`src/rtl/sync_fifo_fwft.sv`:
```
// ---------------------------------------------------------------------------
// sync_fifo_fwft
//
// Single-clock FIFO with first-word-fall-through reads. Bulk storage is a
// single-port RAM (one read or one write per cycle). A 2-entry prefetch
// buffer in front of it always holds the head word, so rdata_o is valid
// whenever rvalid_o is high and no read request is needed to see it.
//
// Ports
//   clk       clock, all state changes on the rising edge
//   rst       asynchronous active-high reset
//   ren_i     pop the head word (ignored while empty_o=1)
//   rdata_o   head word, valid while rvalid_o=1; holds the last popped
//             word once the buffer runs dry
//   empty_o   prefetch buffer holds no word
//   rvalid_o  !empty_o
//   wen_i     push wdata_i (ignored while full_o=1)
//   wdata_i   write data
//   full_o    count_o == FIFO_DEPTH
//   count_o   words held in RAM + buffer + in-flight RAM read
// ---------------------------------------------------------------------------
module sync_fifo_fwft #(
    parameter int DATA_WIDTH = 8,
    parameter int FIFO_DEPTH = 8,
    parameter int ADDR_WIDTH = $clog2(FIFO_DEPTH)
) (
    input  logic                  clk,
    input  logic                  rst,
    input  logic                  ren_i,
    output logic [DATA_WIDTH-1:0] rdata_o,
    output logic                  empty_o,
    output logic                  rvalid_o,
    input  logic                  wen_i,
    input  logic [DATA_WIDTH-1:0] wdata_i,
    output logic                  full_o,
    output logic [ADDR_WIDTH:0]   count_o
);

    localparam logic [ADDR_WIDTH:0] DEPTH_L = (ADDR_WIDTH+1)'(FIFO_DEPTH);

    // Main storage
    logic [DATA_WIDTH-1:0] mem [FIFO_DEPTH];
    logic [ADDR_WIDTH-1:0] wr_ptr;
    logic [ADDR_WIDTH-1:0] rd_ptr;
    logic [ADDR_WIDTH:0]   ram_cnt;
    logic [ADDR_WIDTH:0]   count;

    // RAM read data register; rd_pend marks that it holds a word which must
    // enter the buffer at the coming edge.
    logic [DATA_WIDTH-1:0] ram_q;
    logic                  rd_pend;

    // Prefetch buffer: buf0 is the head, buf1 the next word
    logic [DATA_WIDTH-1:0] buf0;
    logic [DATA_WIDTH-1:0] buf1;
    logic [1:0]            buf_cnt;
    logic [DATA_WIDTH-1:0] buf0_n;
    logic [DATA_WIDTH-1:0] buf1_n;
    logic [1:0]            buf_cnt_n;

    // Per-cycle decisions
    logic                  push;
    logic                  pop;
    logic [1:0]            buf_left;
    logic                  direct;
    logic                  ram_wr;
    logic                  ram_rd;
    logic                  in_vld;
    logic [DATA_WIDTH-1:0] in_data;

    assign empty_o  = (buf_cnt == 2'd0);
    assign rvalid_o = !empty_o;
    assign full_o   = (count == DEPTH_L);
    assign count_o  = count;
    assign rdata_o  = buf0;

    // Accept/route decisions. Flags come straight from registered state, so
    // ren_i/wen_i never reach full_o or empty_o combinationally.
    always_comb begin
        pop      = ren_i && !empty_o;
        push     = wen_i && !full_o;
        buf_left = buf_cnt - {1'b0, pop};
        // A write may skip the RAM only when nothing older is in the RAM or
        // on its way out of it, otherwise order would break.
        direct   = push && (ram_cnt == '0) && !rd_pend && (buf_left < 2'd2);
        ram_wr   = push && !direct;
        // Prefetch only when the buffer can still absorb the word once it
        // arrives, counting the one already in flight. Writes own the port.
        ram_rd   = !ram_wr && (ram_cnt != '0) &&
                   ((buf_left + {1'b0, rd_pend}) < 2'd2);
        // At most one word enters the buffer per cycle: direct writes
        // require no read in flight.
        in_vld   = rd_pend || direct;
        in_data  = rd_pend ? ram_q : wdata_i;
    end

    // Next buffer contents: pop shifts buf1 forward, then the incoming word
    // lands in the first free slot. Popping the last word leaves buf0 as is
    // so the stale word stays visible.
    always_comb begin
        buf0_n    = buf0;
        buf1_n    = buf1;
        buf_cnt_n = buf_left;
        if (pop && (buf_cnt == 2'd2)) begin
            buf0_n = buf1;
        end
        if (in_vld) begin
            if (buf_left == 2'd0) begin
                buf0_n = in_data;
            end else begin
                buf1_n = in_data;
            end
            buf_cnt_n = buf_left + 2'd1;
        end
    end

    // Control state and the visible head word
    always_ff @(posedge clk or posedge rst) begin
        if (rst) begin
            wr_ptr  <= '0;
            rd_ptr  <= '0;
            ram_cnt <= '0;
            count   <= '0;
            rd_pend <= 1'b0;
            buf_cnt <= 2'd0;
            buf0    <= '0;
        end else begin
            if (ram_wr) begin
                wr_ptr  <= wr_ptr + ADDR_WIDTH'(1);
                ram_cnt <= ram_cnt + (ADDR_WIDTH+1)'(1);
            end else if (ram_rd) begin
                rd_ptr  <= rd_ptr + ADDR_WIDTH'(1);
                ram_cnt <= ram_cnt - (ADDR_WIDTH+1)'(1);
            end
            case ({push, pop})
                2'b10:   count <= count + (ADDR_WIDTH+1)'(1);
                2'b01:   count <= count - (ADDR_WIDTH+1)'(1);
                default: count <= count;
            endcase
            rd_pend <= ram_rd;
            buf_cnt <= buf_cnt_n;
            buf0    <= buf0_n;
        end
    end

    // Data-only storage: single-port RAM plus the second buffer slot, whose
    // content is only meaningful while buf_cnt says so.
    always_ff @(posedge clk) begin
        if (ram_wr) begin
            mem[wr_ptr] <= wdata_i;
        end
        if (ram_rd) begin
            ram_q <= mem[rd_ptr];
        end
        buf1 <= buf1_n;
    end

endmodule

```
`config.mk`:
```
export PLATFORM = sky130hd
export DESIGN_NAME = sync_fifo_fwft
export DESIGN_NICKNAME = d
export VERILOG_FILES = /design/src/rtl/sync_fifo_fwft.sv
export SDC_FILE = /design/constraint.sdc
export NUM_CORES = 1
export LEC_CHECK = 0
export CORE_MARGIN = 2
export CORE_UTILIZATION = 40
export CTS_BUF_LIST = sky130_fd_sc_hd__clkbuf_8
export DETAILED_ROUTE_END_ITERATION = 16
export PLACE_DENSITY = 0.56
export SYNTH_ARGS = -nofsm -noshare
export SYNTH_HDL_FRONTEND = slang
export SYNTH_SLANG_ARGS = --single-unit
```
`constraint.sdc`:
```
create_clock -name clk -period 3 [get_ports clk]
set_input_delay 0.3 -clock clk [delete_from_list [all_inputs] [get_ports clk]]
set_output_delay 0.3 -clock clk [all_outputs]
set_load 0.005 [all_outputs]
```
==> out/metrics.csv <==
stage,metric,value,unit
worst_setup_path,critPathCaptureType,register,
layout,n_antenna_cell,0,
synthesis,ys.flop_type,edfxtp_1,
global_routing,use_met1,18.34,%
clock_tree,ctsResizeCount,0,
detailed_routing,wl,7302,microns
sta,slew_viol_final,0,
layout,layout-drive-gt1-share,30.17,%
sta,clock.fmax,360.8,MHz
power_and_ir_drop,swShare,31.65,%
layout,regArea,3028,sq um
placement,dpl.hpwl,4890,microns
layout,fill_cells,938,
detailed_routing,drc,0,
global_routing,grt.total_usage,12.47,%
synthesis,synth_cells,250,
floorplanning,die_y,110.6,microns
power_and_ir_drop,leakage,0.001910,uW
clock_tree,cts_tree,yes,
synthesis,avgSynthCellArea,18.17,sq um
worst_hold_path,hold_path_class,in2async,
flow_run,maxCapViolations,0,
status,status,finished clean,
global_routing,grt_use_met2,18.40,%
synthesis,ys_seq_area_share,66.65,%
power_and_ir_drop,p_seq_share,44.0,%
layout,areaGrowthSynthToFinish,15.12,%
floorplanning,io_pins,27,
power_and_ir_drop,power_density,1016,nW/um^2
layout,final_util,47.62,%
detailed_routing,viasPerCell,5.039,
synthesis,yosysUniqueCellTypes,44,
detailed_routing,final_antenna_net_count,0,
global_routing,grt_pass1_wl,11870,microns
placement,port_buffers,26,
sta,tightest_slew,0.9913,ns
sta,hold_viol,0,
synthesis,synthMuxAreaShare,18.04,%
layout,fin_nets,313,
sta,period_minus_slack,2.771,ns
sta,setup_viol,0,
sta,rsz0062_at_grt,false,
sta,slew_headroom,33.84,%
placement,gp_congestion,0.7119,
synthesis,syn_nets,273,
global_routing,grt_max_degree,26,
synthesis,synth_compound_area_share,2.561,%
clock_tree,post_cts.repair.setup_buffers,0,
worst_setup_path,cp.required,3.25,ns
clock_tree,postCtsHoldBufs,0,
synthesis,synthAdderAreaFrac,3.360,%
floorplanning,die_w,110.6,microns
worst_setup_path,cp_max_fo,9,
clock_tree,htree_levels,3,
clock_tree,root_buffer,clkbuf_8,
floorplanning,start_util,41.36,%
global_routing,met3_usage,2.909,%
power_and_ir_drop,comb_power_share,38.2,%
detailed_routing,via_count,2192,
power_and_ir_drop,peakVddDrop,428.1,uV
synthesis,synth-simple-area-share,4.324,%
global_routing,antenna_found_initial,0,
floorplanning,rows,38,
worst_setup_path,crit_type,reg2reg,
detailed_routing,first_iter_violations,100,
power_and_ir_drop,netSwitchingPower,1681,uW
clock_tree,cts_sinks,105,
synthesis,ys_seq_elements,105,
synthesis,yosys.area_share.xor_xnor,2.671,%
power_and_ir_drop,clkPwrFrac,17.8,%
clock_tree,cts_made_buffers,9,
clock_tree,clkLatencyLatePin,0.38,ns
power_and_ir_drop,power.internal,3631,uW
synthesis,syn_area,4543,sq um
global_routing,grt-busiest-layer,met2,
global_routing,gr-total-overflow,0,
clock_tree,clk_pin_slew,0.12,ns
synthesis,ys_warn_count,0,
floorplanning,core,10980,sq um
sta,fin_tns_setup,0,ns
synthesis,synth_top_family_by_area,multiplexers,
layout,multi_input_area,1406,sq um
clock_tree,cts.path.max_buffers,2,
power_and_ir_drop,total_power,5312,uW
sta,timing.final.crit_share,92.37,%
global_routing,grt_pass1_vias,2179,
sta,finalClockSkew,0.01946,ns
detailed_routing,dr.pass1.iters,4,
worst_setup_path,crit_path_start_kind,register,
synthesis,async_flop_share,23.81,%
floorplanning,dieArea,12230,sq um
detailed_routing,wl_per_cell,16.79,microns
worst_setup_path,critPathArrivalTime,3.02,ns
synthesis,synth-edff-count,80,
[layout by cell type (no fill, tap or decap), drive strengths merged, types with 2 or more instances in the layout]
| master | n |
|---|---|
| nand2b | 4 |
| xor2 | 6 |
| o21ai | 2 |
| mux4 | 16 |
| nand2 | 3 |
| clkinv | 2 |
| o211ai | 2 |
| mux2i | 2 |
| nand3 | 2 |
| xnor2 | 7 |
| inv | 17 |
| a21oi | 3 |
| mux2 | 36 |
| nor2 | 10 |
| buf | 12 |
| and2 | 2 |
| or2 | 2 |
| dfrtp | 25 |
| nor3 | 2 |
| clkbuf | 9 |
| edfxtp | 80 |
| a21o | 2 |
| ha | 9 |
| fa | 2 |
| clkdlybuf4s50 | 26 |
[path summary, 6_finish.rpt]
path / end / cells past startpoint / start / slack (ns)
min in group clk: count_o[3]$_DFFE_PP0P_ / 1 / count_o[3]$_DFFE_PP0P_ / 0.50
min: rdata_o[2]$_DFF_PP0_ / 2 / rst / 0.46
max in group asynchronous: wr_ptr[0]$_DFFE_PP0P_ / 2 / rst / 1.92
max reg2reg: ram_cnt[3]$_DFFE_PP0P_ / 10 / buf_cnt[1]$_DFF_PP0_ / 0.23
min reg2reg: count_o[3]$_DFFE_PP0P_ / 1 / count_o[3]$_DFFE_PP0P_ / 0.50
max: ram_cnt[3]$_DFFE_PP0P_ / 10 / buf_cnt[1]$_DFF_PP0_ / 0.23
[critical path, cell delays in order, from the launching register on]
cell and delay (ns):
dfrtp_1 0.43, or2_2 0.32, and2_1 0.19, ha_1 0.21
xor2_2 0.19, o311ai_4 0.31, buf_4 0.22, ha_1 0.26
a21oi_1 0.27, or3_1 0.15, nand4_1 0.08
[flip-flops by register name (all words and copies together) (netlist names)]
name and count:
rd_ptr 3, mem 64, rdata_o 8, count_o 4, rd_pend 1, ram_cnt 4
ram_q 8, buf_cnt 2, wr_ptr 3, buf1 8
[power by group through the flow]
stage                     Clock (uW)  Combinational [uW]  Sequential (uW)
after CTS                        979                2060             2350
after floorplan                    0                1560             2270
after detailed placement           0                2050             2380
final                            945                2030             2340
after global placement             0                2030             2370
after global routing            1030                2230             2400
[cells in the mapped netlist, drive strengths merged, types with 2 or more instances]
| master | instances | area (sq um) |
|---|---|---|
| a21o | 2 | 16.27 |
| a21oi | 3 | 15.01 |
| and2 | 2 | 13.77 |
| buf | 6 | 48.80 |
| clkbuf | 3 | 11.26 |
| dfrtp | 25 | 625.6 |
| edfxtp | 80 | 2402 |
| fa | 2 | 40.04 |
| ha | 9 | 112.6 |
| inv | 13 | 48.80 |
| mux2 | 36 | 439.2 |
| mux2i | 2 | 20.02 |
| mux4 | 16 | 360.4 |
| nand2 | 3 | 11.26 |
| nand2b | 4 | 32.53 |
| nand3 | 2 | 10.01 |
| nor2 | 10 | 37.54 |
| nor3 | 2 | 10.01 |
| o211ai | 2 | 15.01 |
| o21ai | 2 | 10.00 |
| or2 | 2 | 12.51 |
| xnor2 | 7 | 61.31 |
| xor2 | 6 | 60.06 |
[layout make-up]
type / instances / area share (%)
Sequential cell: 105 / 57.89
Inverter: 13 / 0.9330
Timing Repair Buffer: 38 / 6.699
Clock inverter: 7 / 1.866
Multi-Input combinational cell: 123 / 26.89
Tap cell: 140 / 3.349
Clock buffer: 9 / 2.368
[through the flow]
| stage | instances | instance area, sq um | hold slack (ns) | setup slack (ns) |
|---|---|---|---|---|
| CTS | 435 | 5230 | 0.5075 | 0.2275 |
| global route | 435 | 5230 | 0.5360 | 0.05138 |
| floorplan | 250 | 4543 | 0.3273 | 0.1392 |
| detailed placement | 419 | 5009 | 0.4867 | 0.2395 |
| global placement | 419 | 5009 | 0.4852 | 0.2992 |
| finish | 435 | 5230 | 0.4581 | 0.2288 |
[cell families (layout without fill, tap and decap cells)]
family,count (synthesis),in the layout
muxes,54,54
adders and majority gates,11,11
AOI/OAI and AO/OA,12,12
xor gates and xnor gates,13,13
buffers and inverters,22,67
and+or+nand+nor,33,33
DFF,105,105
[per-layer routing]
layer | part of all wire, % | vias to the layer above
met1 | 50 | 1117
met2 | 45 | 35
met3 | 3.0 | 10
li1 | - | 1030
met5 | 0 | -
met4 | 1.5 | 0
Power figures use the tool's default switching activity.
